### config.mk
export PLATFORM = sky130hd
export DESIGN_NAME = dma_bank_requester
export DESIGN_NICKNAME = d
export VERILOG_FILES = /design/src/rtl/dma_bank_requester.sv
export SDC_FILE = /design/constraint.sdc
export NUM_CORES = 1
export LEC_CHECK = 0
export CAP_MARGIN = 20
export CELL_PAD_IN_SITES_DETAIL_PLACEMENT = 1
export CELL_PAD_IN_SITES_GLOBAL_PLACEMENT = 1
export CORE_ASPECT_RATIO = 0.7
export CORE_MARGIN = 8
export CORE_UTILIZATION = 37
export CTS_BUF_LIST = sky130_fd_sc_hd__clkbuf_4
export DETAILED_ROUTE_END_ITERATION = 6
export MAX_ROUTING_LAYER = met4
export PLACE_DENSITY = 0.83
export SLEW_MARGIN = 20
export SYNTH_ARGS = -nofsm -noshare
export SYNTH_HDL_FRONTEND = slang
export SYNTH_SLANG_ARGS = --single-unit
### constraint.sdc
create_clock -name clk -period 2.11 [get_ports clk]
set_input_delay 0.3165 -clock clk [delete_from_list [all_inputs] [get_ports clk]]
set_output_delay 0.3165 -clock clk [all_outputs]
set_load 0.01 [all_outputs]
### src/rtl/dma_bank_requester.sv
// dma_bank_requester: single-word-at-a-time copy engine that arbitrates for a
// memory bank on every read and every write, reporting completion with a pulse.
//
// state   | meaning
// IDLE    | waiting for start; SRC/DST/LEN writable
// RD_REQ  | requesting the bank holding the current source word
// RD_DATA | capturing the returned read data into the word buffer
// WR_REQ  | requesting the bank holding the current destination word
// DONE    | one-cycle completion pulse, then back to IDLE
module dma_bank_requester #(
    parameter int DATA_WIDTH = 32,
    parameter int ADDR_WIDTH = 16,
    parameter int NUM_BANKS  = 4
) (
    input  logic                  clk,
    input  logic                  reset_n,
    input  logic                  cfg_we,
    input  logic [ADDR_WIDTH-1:0] cfg_addr,
    input  logic [DATA_WIDTH-1:0] cfg_wdata,
    output logic [NUM_BANKS-1:0]  bank_request,
    input  logic [NUM_BANKS-1:0]  bank_grant,
    output logic [ADDR_WIDTH-1:0] mem_addr,
    output logic                  mem_we,
    output logic [DATA_WIDTH-1:0] mem_wdata,
    input  logic [DATA_WIDTH-1:0] mem_rdata,
    output logic                  busy,
    output logic                  done
);
    localparam int BANK_W = $clog2(NUM_BANKS);

    localparam logic [2:0] S_IDLE    = 3'd0;
    localparam logic [2:0] S_RD_REQ  = 3'd1;
    localparam logic [2:0] S_RD_DATA = 3'd2;
    localparam logic [2:0] S_WR_REQ  = 3'd3;
    localparam logic [2:0] S_DONE    = 3'd4;

    localparam logic [ADDR_WIDTH-1:0] A_CTRL = ADDR_WIDTH'(16'hFF00);
    localparam logic [ADDR_WIDTH-1:0] A_SRC  = ADDR_WIDTH'(16'hFF01);
    localparam logic [ADDR_WIDTH-1:0] A_DST  = ADDR_WIDTH'(16'hFF02);
    localparam logic [ADDR_WIDTH-1:0] A_LEN  = ADDR_WIDTH'(16'hFF03);

    logic [2:0]            state_q, state_d;
    logic [ADDR_WIDTH-1:0] src_q, src_d, dst_q, dst_d, len_q, len_d;
    logic [ADDR_WIDTH-1:0] wsrc_q, wsrc_d, wdst_q, wdst_d, rem_q, rem_d;
    logic [DATA_WIDTH-1:0] buf_q, buf_d;
    logic                  done_q, done_d;

    logic                  ctrl_wr, start_cmd, abort_cmd, active, granted;
    logic [NUM_BANKS-1:0]  req;
    logic                  unused_cfg;

    function automatic logic [NUM_BANKS-1:0] bank_sel(input logic [ADDR_WIDTH-1:0] a);
        return NUM_BANKS'(1) << a[ADDR_WIDTH-1 -: BANK_W];
    endfunction

    assign ctrl_wr    = cfg_we && (cfg_addr == A_CTRL);
    assign abort_cmd  = ctrl_wr && cfg_wdata[1];
    assign start_cmd  = ctrl_wr && cfg_wdata[0] && !cfg_wdata[1];
    assign active     = (state_q == S_RD_REQ) || (state_q == S_RD_DATA) || (state_q == S_WR_REQ);
    assign unused_cfg = ^cfg_wdata;

    // Request is decoded from registered state only, so grant never reaches an output.
    always_comb begin
        req = '0;
        if (state_q == S_RD_REQ) begin
            req = bank_sel(wsrc_q);
        end else if (state_q == S_WR_REQ) begin
            req = bank_sel(wdst_q);
        end
    end

    assign granted = |(req & bank_grant);

    always_comb begin
        state_d = state_q;
        src_d   = src_q;
        dst_d   = dst_q;
        len_d   = len_q;
        wsrc_d  = wsrc_q;
        wdst_d  = wdst_q;
        rem_d   = rem_q;
        buf_d   = buf_q;
        done_d  = 1'b0;

        case (state_q)
            S_IDLE: begin
                if (cfg_we) begin
                    if (cfg_addr == A_SRC) src_d = cfg_wdata[ADDR_WIDTH-1:0];
                    if (cfg_addr == A_DST) dst_d = cfg_wdata[ADDR_WIDTH-1:0];
                    if (cfg_addr == A_LEN) len_d = cfg_wdata[ADDR_WIDTH-1:0];
                end
                if (start_cmd) begin
                    if (len_q != '0) begin
                        wsrc_d  = src_q;
                        wdst_d  = dst_q;
                        rem_d   = len_q;
                        state_d = S_RD_REQ;
                    end else begin
                        done_d = 1'b1;
                    end
                end
            end
            S_RD_REQ: begin
                if (granted) state_d = S_RD_DATA;
            end
            S_RD_DATA: begin
                buf_d   = mem_rdata;
                state_d = S_WR_REQ;
            end
            S_WR_REQ: begin
                if (granted) begin
                    wsrc_d = wsrc_q + ADDR_WIDTH'(1);
                    wdst_d = wdst_q + ADDR_WIDTH'(1);
                    rem_d  = rem_q - ADDR_WIDTH'(1);
                    if (rem_q == ADDR_WIDTH'(1)) begin
                        state_d = S_DONE;
                        done_d  = 1'b1;
                    end else begin
                        state_d = S_RD_REQ;
                    end
                end
            end
            S_DONE: begin
                state_d = S_IDLE;
            end
            default: begin
                state_d = S_IDLE;
            end
        endcase

        // A coincident grant still completes the bus access, but the counters hold.
        if (abort_cmd && active) begin
            state_d = S_IDLE;
            wsrc_d  = wsrc_q;
            wdst_d  = wdst_q;
            rem_d   = rem_q;
            done_d  = 1'b0;
        end
    end

    always_ff @(posedge clk or negedge reset_n) begin
        if (!reset_n) begin
            state_q <= S_IDLE;
            src_q   <= '0;
            dst_q   <= '0;
            len_q   <= '0;
            wsrc_q  <= '0;
            wdst_q  <= '0;
            rem_q   <= '0;
            buf_q   <= '0;
            done_q  <= 1'b0;
        end else begin
            state_q <= state_d;
            src_q   <= src_d;
            dst_q   <= dst_d;
            len_q   <= len_d;
            wsrc_q  <= wsrc_d;
            wdst_q  <= wdst_d;
            rem_q   <= rem_d;
            buf_q   <= buf_d;
            done_q  <= done_d;
        end
    end

    assign bank_request = req;
    assign mem_addr     = (state_q == S_RD_REQ) ? wsrc_q :
                          (state_q == S_WR_REQ) ? wdst_q : '0;
    assign mem_we       = (state_q == S_WR_REQ);
    assign mem_wdata    = (state_q == S_WR_REQ) ? buf_q : '0;
    assign busy         = active;
    assign done         = done_q;

endmodule

---- Yosys cells after proc, flatten, opt, wreduce, memory -nomap -nowiden ----
Cells that the tools add are included.
W data, S select, Z words.
storage, ports and cells
  output and inout port bits .............. 55
  flip-flop bits (word level) ............. 132
  input port bits ......................... 87
  word-level logic and storage cells ...... 78
operators by class
  reduce and logical (&&, ||, !) cells .... 17
  bitwise logic cells ..................... 2
  equality and inequality tests ........... 15
  shifts and indexed selects .............. 2
  multiplexer cells ....................... 30
  add/sub/neg operators ................... 3
operator list
  operator                 count
  $mux W16                 11
  $pmux W16 S2             3
  $eq A16 B16 Y1 const B   4
  $add A16 B1 Y16 const B  2
  $mux W32                 1
  $mux W3                  6
  $eq A16 B1 Y1 const B    1
  $reduce_bool A16 Y1      1
  $sub A16 B1 Y16 const B  1
  $pmux W3 S4              1
  $reduce_and A3 Y1        3
  $mux W4                  2
  $shl A1 B2 Y4 const A    2
  $eq A3 B2 Y1 const B     2
  $ne A3 B3 Y1 const B     2
  $logic_and A1 B1 Y1      5
  $mux W1                  5
  $reduce_and A5 Y1        1
  $and A4 B4 Y4            1
  $ne A2 B2 Y1 const B     2
  $reduce_and A4 Y1        1
  $reduce_or A4 Y1         1
  $eq A3 B1 Y1 const B     1
  $logic_not A3 Y1         1
  other kinds (8)          9

---- Longest topological paths before layout ----
Gate-level depths: netlist of the first run.
  word-level depth ........................ 8
  mapped depth ............................ 9
  mapped depth without buffers ............ 7

---- Least setup slack after synthesis of the first run ----
OpenSTA, ideal clock, no wires.
  path type ............................... flip-flop to flip-flop
  start ................................... reg state_q[1]
  end ..................................... reg src_q[0]
  data required time ...................... 1985 ps
  buffers on the path ..................... 1
  data arrival time ....................... 2066 ps
  stages on the path, launching flop included .. 7
  setup time .............................. 125 ps
  setup slack ............................. -80 ps
  period minus slack after synthesis ...... 2190 ps
  cell sequence ........................... dfrtp_1 or2_2 nor4_2 nand2_1 nor2_1 buf_2 mux2_2
on the way
  word-level cells in the longest chain between the ends .. 2
RTL lines
  element                      RTL line  text
  start, declared              42        logic [2:0] state_q, state_d;
  start signal, assigned       153       state_q <= state_d;
  $logic_not A3 Y1             85        case (state_q)
  $reduce_and A3 Y1 (no line)  -
  end signal, assigned         154       src_q <= src_d;
  end, declared                43        logic [ADDR_WIDTH-1:0] src_q, src_d, dst_q, dst_d, len_q, len_d;
Every way passes these cells.
A chain may end at the register's enable or synchronous reset.

---- Final worst setup path of the first run ----
  start ................................... reg state_q[1]
  end ..................................... out mem_addr[12]
on the way
  word-level cells in the longest chain between the ends .. 3
  elaborated cells on any way between the ends .. 4
  classes of those cells .................. eq/ne (2); mux (2)
RTL lines
  element        RTL line  text
  $eq A3 B2 Y1   167       (state_q == S_WR_REQ) ? wdst_q : '0;
  $mux W16       167
  $mux W16 (*)   166       assign mem_addr = (state_q == S_RD_REQ) ? wsrc_q :
  end, declared  22        output logic [ADDR_WIDTH-1:0] mem_addr,
Mark *: on every way between the ends. The rest lies on a longest branch, timed or not.

==> flow_metrics.env, run 1 <==
export IMPL_irDropWorstVdd_mv=0.2851
export IMPL_p_int_uw=3498
export IMPL_grt_ovfl_total=0
export IMPL_max_cap_violations=0
export IMPL_ys_types=57
export IMPL_fp_dieW_um=178.6
export IMPL_setup_viol=81
export IMPL_area_growth_pct=48.89
export IMPL_synth_seq_cells=132
export IMPL_p_per_area_mw_per_mm2=466.5
export IMPL_clkPwrFrac_pct=41.4
export IMPL_cts_made_buffers=17
export IMPL_crit_buf_inv=4
export IMPL_grt_pass1_vias=6849
export IMPL_synthesis_area_mm2=0.006844
export IMPL_finalHoldViolations=0
export IMPL_violations="setup timing"
export IMPL_dieHeight_um=129.8
export IMPL_swShare_pct=26.41
export IMPL_antenna_found_initial=0
export IMPL_setup_ws_ns=-0.1887
export IMPL_layout_nets=982
export IMPL_crit_family="buffers and inverters"
export IMPL_cts_clk_slew_worst_paths_ns=0.16
export IMPL_criticalPathCategory="flop to output pin"
export IMPL_cts_tree="built"
export IMPL_clockBufferDepth=2
export IMPL_required_ns=1.79
export IMPL_hpwl_um=17740
export IMPL_drive_gt1_share_pct=42.81
export IMPL_r2r_end="wsrc_q[15]$_DFFE_PN0P_"
export IMPL_grt_pass1_wl_um=41660
export IMPL_post_synth_cell_area_avg_um2=9.919
export IMPL_maxSlewViolCount=0
export IMPL_max_freq_ghz=0.4350
export IMPL_crit_start="state_q[1]$_DFFE_PN0P_"
export IMPL_drc=0
export IMPL_ant_nets=0
export IMPL_p_leak_uw=0.004503
export IMPL_placed_area_mm2=0.008750
export IMPL_syn_inst=690
export IMPL_synth_edf_count=0
export IMPL_synth_common_cells="dfrtp_1, mux2_2, a21oi_1"
export IMPL_routedWlPerCell_um=29.09
export IMPL_grt_max_degree=59
export IMPL_min_period_ns=2.299
export IMPL_max_slew_margin_pct=65.35
export IMPL_gp_congestion=0.8386
export IMPL_yosys_warnings=0
export IMPL_p_switching_uw=1255
export IMPL_yosysMostFrequentCell="dfrtp_1"
export IMPL_synth_area_top_cells="dfrtp_1, mux2_2, a21oi_1"
export IMPL_fill_cells=1928
export IMPL_wl_met3_um=2951
export IMPL_top_layer_used="met4"
export IMPL_async_flop_share_pct=100.0
export IMPL_cts_sinks=132
export IMPL_num_antenna_cells=0
export IMPL_period_share_pct=108.9
export IMPL_yosysSeqAreaShare_pct=48.26
export IMPL_final_util_pct=56.43
export IMPL_port_buffers=125
export IMPL_ys_dominant_reg_cell="dfrtp_1"
export IMPL_synth_top_area_cell="dfrtp_1"
export IMPL_rsz0062_at_grt="yes"
export IMPL_pwr_share_comb_pct=5.3
export IMPL_r2r_cells=8
export IMPL_layoutNonFillerInstCount=1140
export IMPL_wl_met2_um=15820
export IMPL_fin_skew_ns=0.03785
export IMPL_crit_path_end_kind="output pin"
export IMPL_worstSkewPairLatency_ns=0.61
export IMPL_root_buffer="clkbuf_4"
export IMPL_path_cells="buf_12, buf_16, buf_6, mux2i_1, nor2_1, buf_2"
export IMPL_synth_top_cell_area_share_pct=48.26
export IMPL_synth_nets=781
export IMPL_first_iter_violations=732
export IMPL_grtUsageTotal_pct=24.22
export IMPL_crit_end="mem_addr[12]"
export IMPL_wl_met1_um=13290
export IMPL_htreeDepth=4
export IMPL_num_rows=41
export IMPL_cpPeakStageDelay_ns=0.50
export IMPL_start_util_pct=37.90
export IMPL_worst_pin_slew_ns=0.5198
export IMPL_crit_arrival_ns=1.98
export IMPL_dr_total_vias=7030
export IMPL_critPathMaxFanout=4
export IMPL_final_area_mm2=0.01019
export IMPL_ios=142
export IMPL_worst_setup_path_start_kind="flop"
export IMPL_slowest_stage="dfrtp_2"
export IMPL_timing_hold_ws_ns=0.1818
export IMPL_status="finished with violations"
export IMPL_numPlacedInstances=1063
export IMPL_hold_class="input pin to asynchronous set/reset pin"
export IMPL_first_pass_iters=6
export IMPL_p_seq_share_pct=53.2
export IMPL_r2r_setup_slack_ns=-0.14
export IMPL_drt_wl_total_um=33170
export IMPL_die_area_mm2=0.02317
export IMPL_worstSetupPathDepth=6
export IMPL_r2r_start="len_q[7]$_DFFE_PN0P_"
export IMPL_core_mm2=0.01806
export IMPL_vias_per_cell=6.167
## layer usage
metal  up-vias  track usage, %
met4         0           7.126
met5         -               -
met2       416           37.63
met1      3618           31.51
met3        98           5.253
li1       2898               -
## power groups by stage
stage                     combinational (µW)  sequential [µW]  clock (µW)
after floorplan                         12.4             2580           0
after global placement                   234             2580           0
after detailed placement                 239             2580           0
after CTS                                243             2530        1930
after global routing                     271             2530        2070
final                                    254             2530        1970
## cells in the final DEF (no fill, tap or decap), types with 14 or more instances in the layout
cell,Yosys,layout
buf_2,8,28
a21oi_1,77,48
dfrtp_1,132,128
o22ai_1,14,14
buf_4,1,59
and2_4,0,22
clkbuf_4,0,17
o21ai_0,44,30
mux2_2,81,72
nor2_1,42,36
clkdlybuf4s50_1,0,70
a21oi_2,0,23
nand3_1,34,33
buf_6,1,39
nand2_1,57,50
## layout make-up
class                           count  area (µm²)  share of cell area, %
Clock buffer                       17       127.6                  1.252
Inverter                            8       37.54                 0.3684
Tap cell                          236       295.3                  2.898
Clock inverter                     15       180.2                  1.768
Multi-Input combinational cell    505        3892                  38.20
Sequential cell                   132        3308                  32.47
Timing Repair Buffer              227        2349                  23.05
## through the flow
stage | worst slack, ns | power [µW] | setup TNS, ns
after floorplan | -0.01950 | 2591 | -0.01950
after global placement | -0.3511 | 2812 | -24.85
after detailed placement | -0.4185 | 2818 | -24.63
after CTS | -0.1471 | 4700 | -2.224
after global routing | -0.2718 | 4876 | -14.65
final | -0.1887 | 4753 | -5.748
## sequential cells by signal, indices dropped and copies added, names as in the netlist
register,flops
buf_q,32
rem_q,16
done,1
wsrc_q,16
state_q,3
dst_q,16
len_q,16
wdst_q,16
src_q,16
## repair_timing
action,CTS,global route
resized for setup,287,145
endpoints found under the setup margin,64,151
pin swaps,23,38
gates cloned,4,11
buffers inserted,14,17
hold buffers,1,0
hold endpoints to repair,39,0
## worst register-to-register path: stages (launching register included)
cell and delay [ns]:
dfrtp_1 0.43, nor4_2 0.33, nand2_2 0.19, o211a_4 0.30, o211ai_1 0.35, clkbuf_16 0.24, buf_8 0.11, a21oi_4 0.04
a2bb2oi_2 0.16
## worst min-delay path by stage
stage                                       end  startpoint  cells after the start
after CTS                 buf_q[11]$_DFFE_PN0P_     reset_n                      2
after floorplan            buf_q[0]$_DFFE_PN0P_     reset_n                      0
after global placement     dst_q[9]$_DFFE_PN0P_     reset_n                      1
after detailed placement   dst_q[7]$_DFFE_PN0P_     reset_n                      1
after global routing      buf_q[11]$_DFFE_PN0P_     reset_n                      2
final                     buf_q[11]$_DFFE_PN0P_     reset_n                      2
## cell families (layout without fill, tap and decap cells)
family                   Yosys count  after routing  synth area share [%]
AO/OA/AOI/OAI                    171            171                 14.26
adder cells (fa/ha/maj)            4              4                0.7313
buffers and inverters             53            267                 3.218
flip-flops                       132            132                 48.26
multiplexers                      97             97                 15.67
AND/OR/NAND/NOR                  233            233                 17.86
(Power assumes the default switching activity.)
==> inputs of run 2 (changes only) <==
--- a/config.mk
+++ b/config.mk
@@ -13,6 +13,7 @@
 export CORE_UTILIZATION = 37
 export CTS_BUF_LIST = sky130_fd_sc_hd__clkbuf_4
 export DETAILED_ROUTE_END_ITERATION = 6
+export HOLD_SLACK_MARGIN = 0.05
 export MAX_ROUTING_LAYER = met4
 export PLACE_DENSITY = 0.83
 export SLEW_MARGIN = 20
==> results of run 2 <==
Same layout as run 1: the final DEF is identical, and so are final timing and power.
==> inputs of run 3 (changes only) <==
--- a/config.mk
+++ b/config.mk
@@ -10,12 +10,13 @@
 export CELL_PAD_IN_SITES_GLOBAL_PLACEMENT = 1
 export CORE_ASPECT_RATIO = 0.7
 export CORE_MARGIN = 8
-export CORE_UTILIZATION = 37
+export CORE_UTILIZATION = 40
 export CTS_BUF_LIST = sky130_fd_sc_hd__clkbuf_4
 export DETAILED_ROUTE_END_ITERATION = 6
+export DONT_BUFFER_PORTS = 1
 export HOLD_SLACK_MARGIN = 0.05
 export MAX_ROUTING_LAYER = met4
-export PLACE_DENSITY = 0.83
+export PLACE_DENSITY = 0.74
 export SLEW_MARGIN = 20
 export SYNTH_ARGS = -nofsm -noshare
 export SYNTH_HDL_FRONTEND = slang
==> flow_metrics.env, run 3 (same netlist as run 1, synthesis figures left out) <==
export IMPL_max_freq_ghz=0.4727
export IMPL_final_common_cell="dfrtp_1"
export IMPL_drc=0
export IMPL_max_cap_violations=0
export IMPL_setup_ws_ns=-0.005630
export IMPL_max_slew_margin_pct=72.67
export IMPL_rsz0062_at_grt="yes"
export IMPL_period_share_pct=100.3
export IMPL_p_switching_uw=987.6
export IMPL_area_growth_pct=28.59
export IMPL_worst_pin_slew_ns=0.4084
export IMPL_root_buffer="clkbuf_4"
export IMPL_crit_family="simple AND/OR/NAND/NOR gates"
export IMPL_grt_max_degree=133
export IMPL_p_leak_uw=0.003776
export IMPL_dr_total_vias=6063
export IMPL_clockBufferDepth=2
export IMPL_r2r_setup_slack_ns=-0.006
export IMPL_hold_class="input pin to asynchronous set/reset pin"
export IMPL_layout_common_cells="dfrtp_1, mux2_2, a21oi_1"
export IMPL_cts_hold_buffers=48
export IMPL_pwr_share_comb_pct=2.5
export IMPL_cpPeakStageDelay_ns=0.55
export IMPL_crit_path_end_kind="flop"
export IMPL_grtUsageTotal_pct=21.87
export IMPL_cts_clk_slew_worst_paths_ns=0.11
export IMPL_path_cells="or3_4, or4_4, or4_4, nand2_2, a21oi_2, a21oi_1"
export IMPL_gp_congestion=0.8559
export IMPL_top_register="buf_q"
export IMPL_port_buffers=0
export IMPL_largest_register_ffs=32
export IMPL_grt_pass1_wl_um=35890
export IMPL_r2r_end="rem_q[15]$_DFFE_PN0P_"
export IMPL_worst_setup_path_start_kind="flop"
export IMPL_wl_met2_um=11730
export IMPL_drt_wl_total_um=24290
export IMPL_p_int_uw=3438
export IMPL_timing_hold_ws_ns=-0.5606
export IMPL_ant_nets=0
export IMPL_clkPwrFrac_pct=40.4
export IMPL_wl_met1_um=10280
export IMPL_slowest_stage="or4_4"
export IMPL_place_ws_ns=-0.2126
export IMPL_min_period_ns=2.116
export IMPL_first_iter_violations=507
export IMPL_start_util_pct=40.34
export IMPL_layout_nets=869
export IMPL_final_util_pct=51.87
export IMPL_die_area_mm2=0.02162
export IMPL_ios=142
export IMPL_grt_pass1_vias=6328
export IMPL_status="finished with violations"
export IMPL_p_seq_share_pct=57.1
export IMPL_p_per_area_mw_per_mm2=502.9
export IMPL_vias_per_cell=5.932
export IMPL_r2r_cells=6
export IMPL_drive_gt1_share_pct=30.13
export IMPL_setup_viol=1
export IMPL_fill_cells=1850
export IMPL_worstSkewPairLatency_ns=0.56
export IMPL_hpwl_um=15310
export IMPL_irDropWorstVdd_mv=0.2954
export IMPL_crit_path_frequent_cell="or4_4"
export IMPL_antenna_found_initial=1
export IMPL_crit_arrival_ns=2.61
export IMPL_fin_skew_ns=0.02741
export IMPL_cts_tree="built"
export IMPL_dieHeight_um=125.4
export IMPL_wl_met3_um=1902
export IMPL_top_layer_used="met4"
export IMPL_routedWlPerCell_um=23.77
export IMPL_critPathMaxFanout=5
export IMPL_htreeDepth=4
export IMPL_first_pass_iters=5
export IMPL_core_mm2=0.01697
export IMPL_cts_sinks=132
export IMPL_crit_buf_inv=0
export IMPL_finalHoldViolations=132
export IMPL_required_ns=2.60
export IMPL_fp_dieW_um=172.3
export IMPL_cts_made_buffers=17
export IMPL_r2r_start="rem_q[8]$_DFFE_PN0P_"
export IMPL_maxSlewViolCount=0
export IMPL_grt_ovfl_total=0
export IMPL_violations="hold timing, setup timing"
export IMPL_swShare_pct=22.31
export IMPL_criticalPathCategory="flop to flop"
export IMPL_num_rows=40
## run 3: power by group through the flow
stage          combinational, µW  clock (µW)  sequential (µW)
3_3_place_gp                14.4           0             2580
6_report                     108        1790             2530
5_1_grt                      115        1920             2530
3_5_place_dp                15.3           0             2580
4_1_cts                      105        1820             2530
2_1_floorplan               12.4           0             2580
## run 3: cell type report
class	instances	area (µm²)	area share, %
antenna	1	2.502	0.02843
clock inverter	11	136.4	1.550
clock buffer	20	150.1	1.706
timing repair buffer	114	1182	13.43
inverter	8	37.54	0.4265
sequential	132	3306	37.56
tap	231	289.0	3.284
multi-input combinational	505	3697	42.01
## run 3: worst max-delay path by stage
stage	from	slack, ns	end	depth (start not counted)
2_1_floorplan	rem_q[7]$_DFFE_PN0P_	-0.02	rem_q[15]$_DFFE_PN0P_	6
3_3_place_gp	wdst_q[15]$_DFFE_PN0P_	-0.12	wsrc_q[6]$_DFFE_PN0P_	7
3_5_place_dp	wdst_q[15]$_DFFE_PN0P_	-0.21	wsrc_q[6]$_DFFE_PN0P_	7
4_1_cts	state_q[2]$_DFFE_PN0P_	-0.04	bank_request[3]	5
5_1_grt	len_q[6]$_DFFE_PN0P_	-0.08	rem_q[4]$_DFFE_PN0P_	9
6_report	rem_q[8]$_DFFE_PN0P_	-0.006	rem_q[15]$_DFFE_PN0P_	6
## run 3: per-layer routing
metal  GRT usage (%)  up-vias
met4           5.713        0
met3           6.162       32
met2           33.68      209
met1           27.86     3145
met5               -        -
li1                -     2677
## run 3: repair_timing
item / 4_1_cts / 5_1_grt
gates resized for setup: 28 / 73
setup buffers: 6 / 8
pin swaps: 3 / 11
setup endpoints to repair: 100 / 69
endpoints found under the hold margin: 212 / 132
cloned: 2 / 2
## run 3: metrics by stage
step                      cell area, µm²  total power, µW   TNS [ns]  hold slack, ns  instances
after detailed placement            7398             2593     -7.418         0.02985        924
after global placement              7398             2593     -3.602         0.02656        924
final                               8801             4426  -0.005630         -0.5606       1022
after floorplan                     6847             2591   -0.01950         0.02091        690
after CTS                           8382             4455    -0.1987         -0.5889       1011
after global routing                8801             4566     -2.670         -0.6094       1022
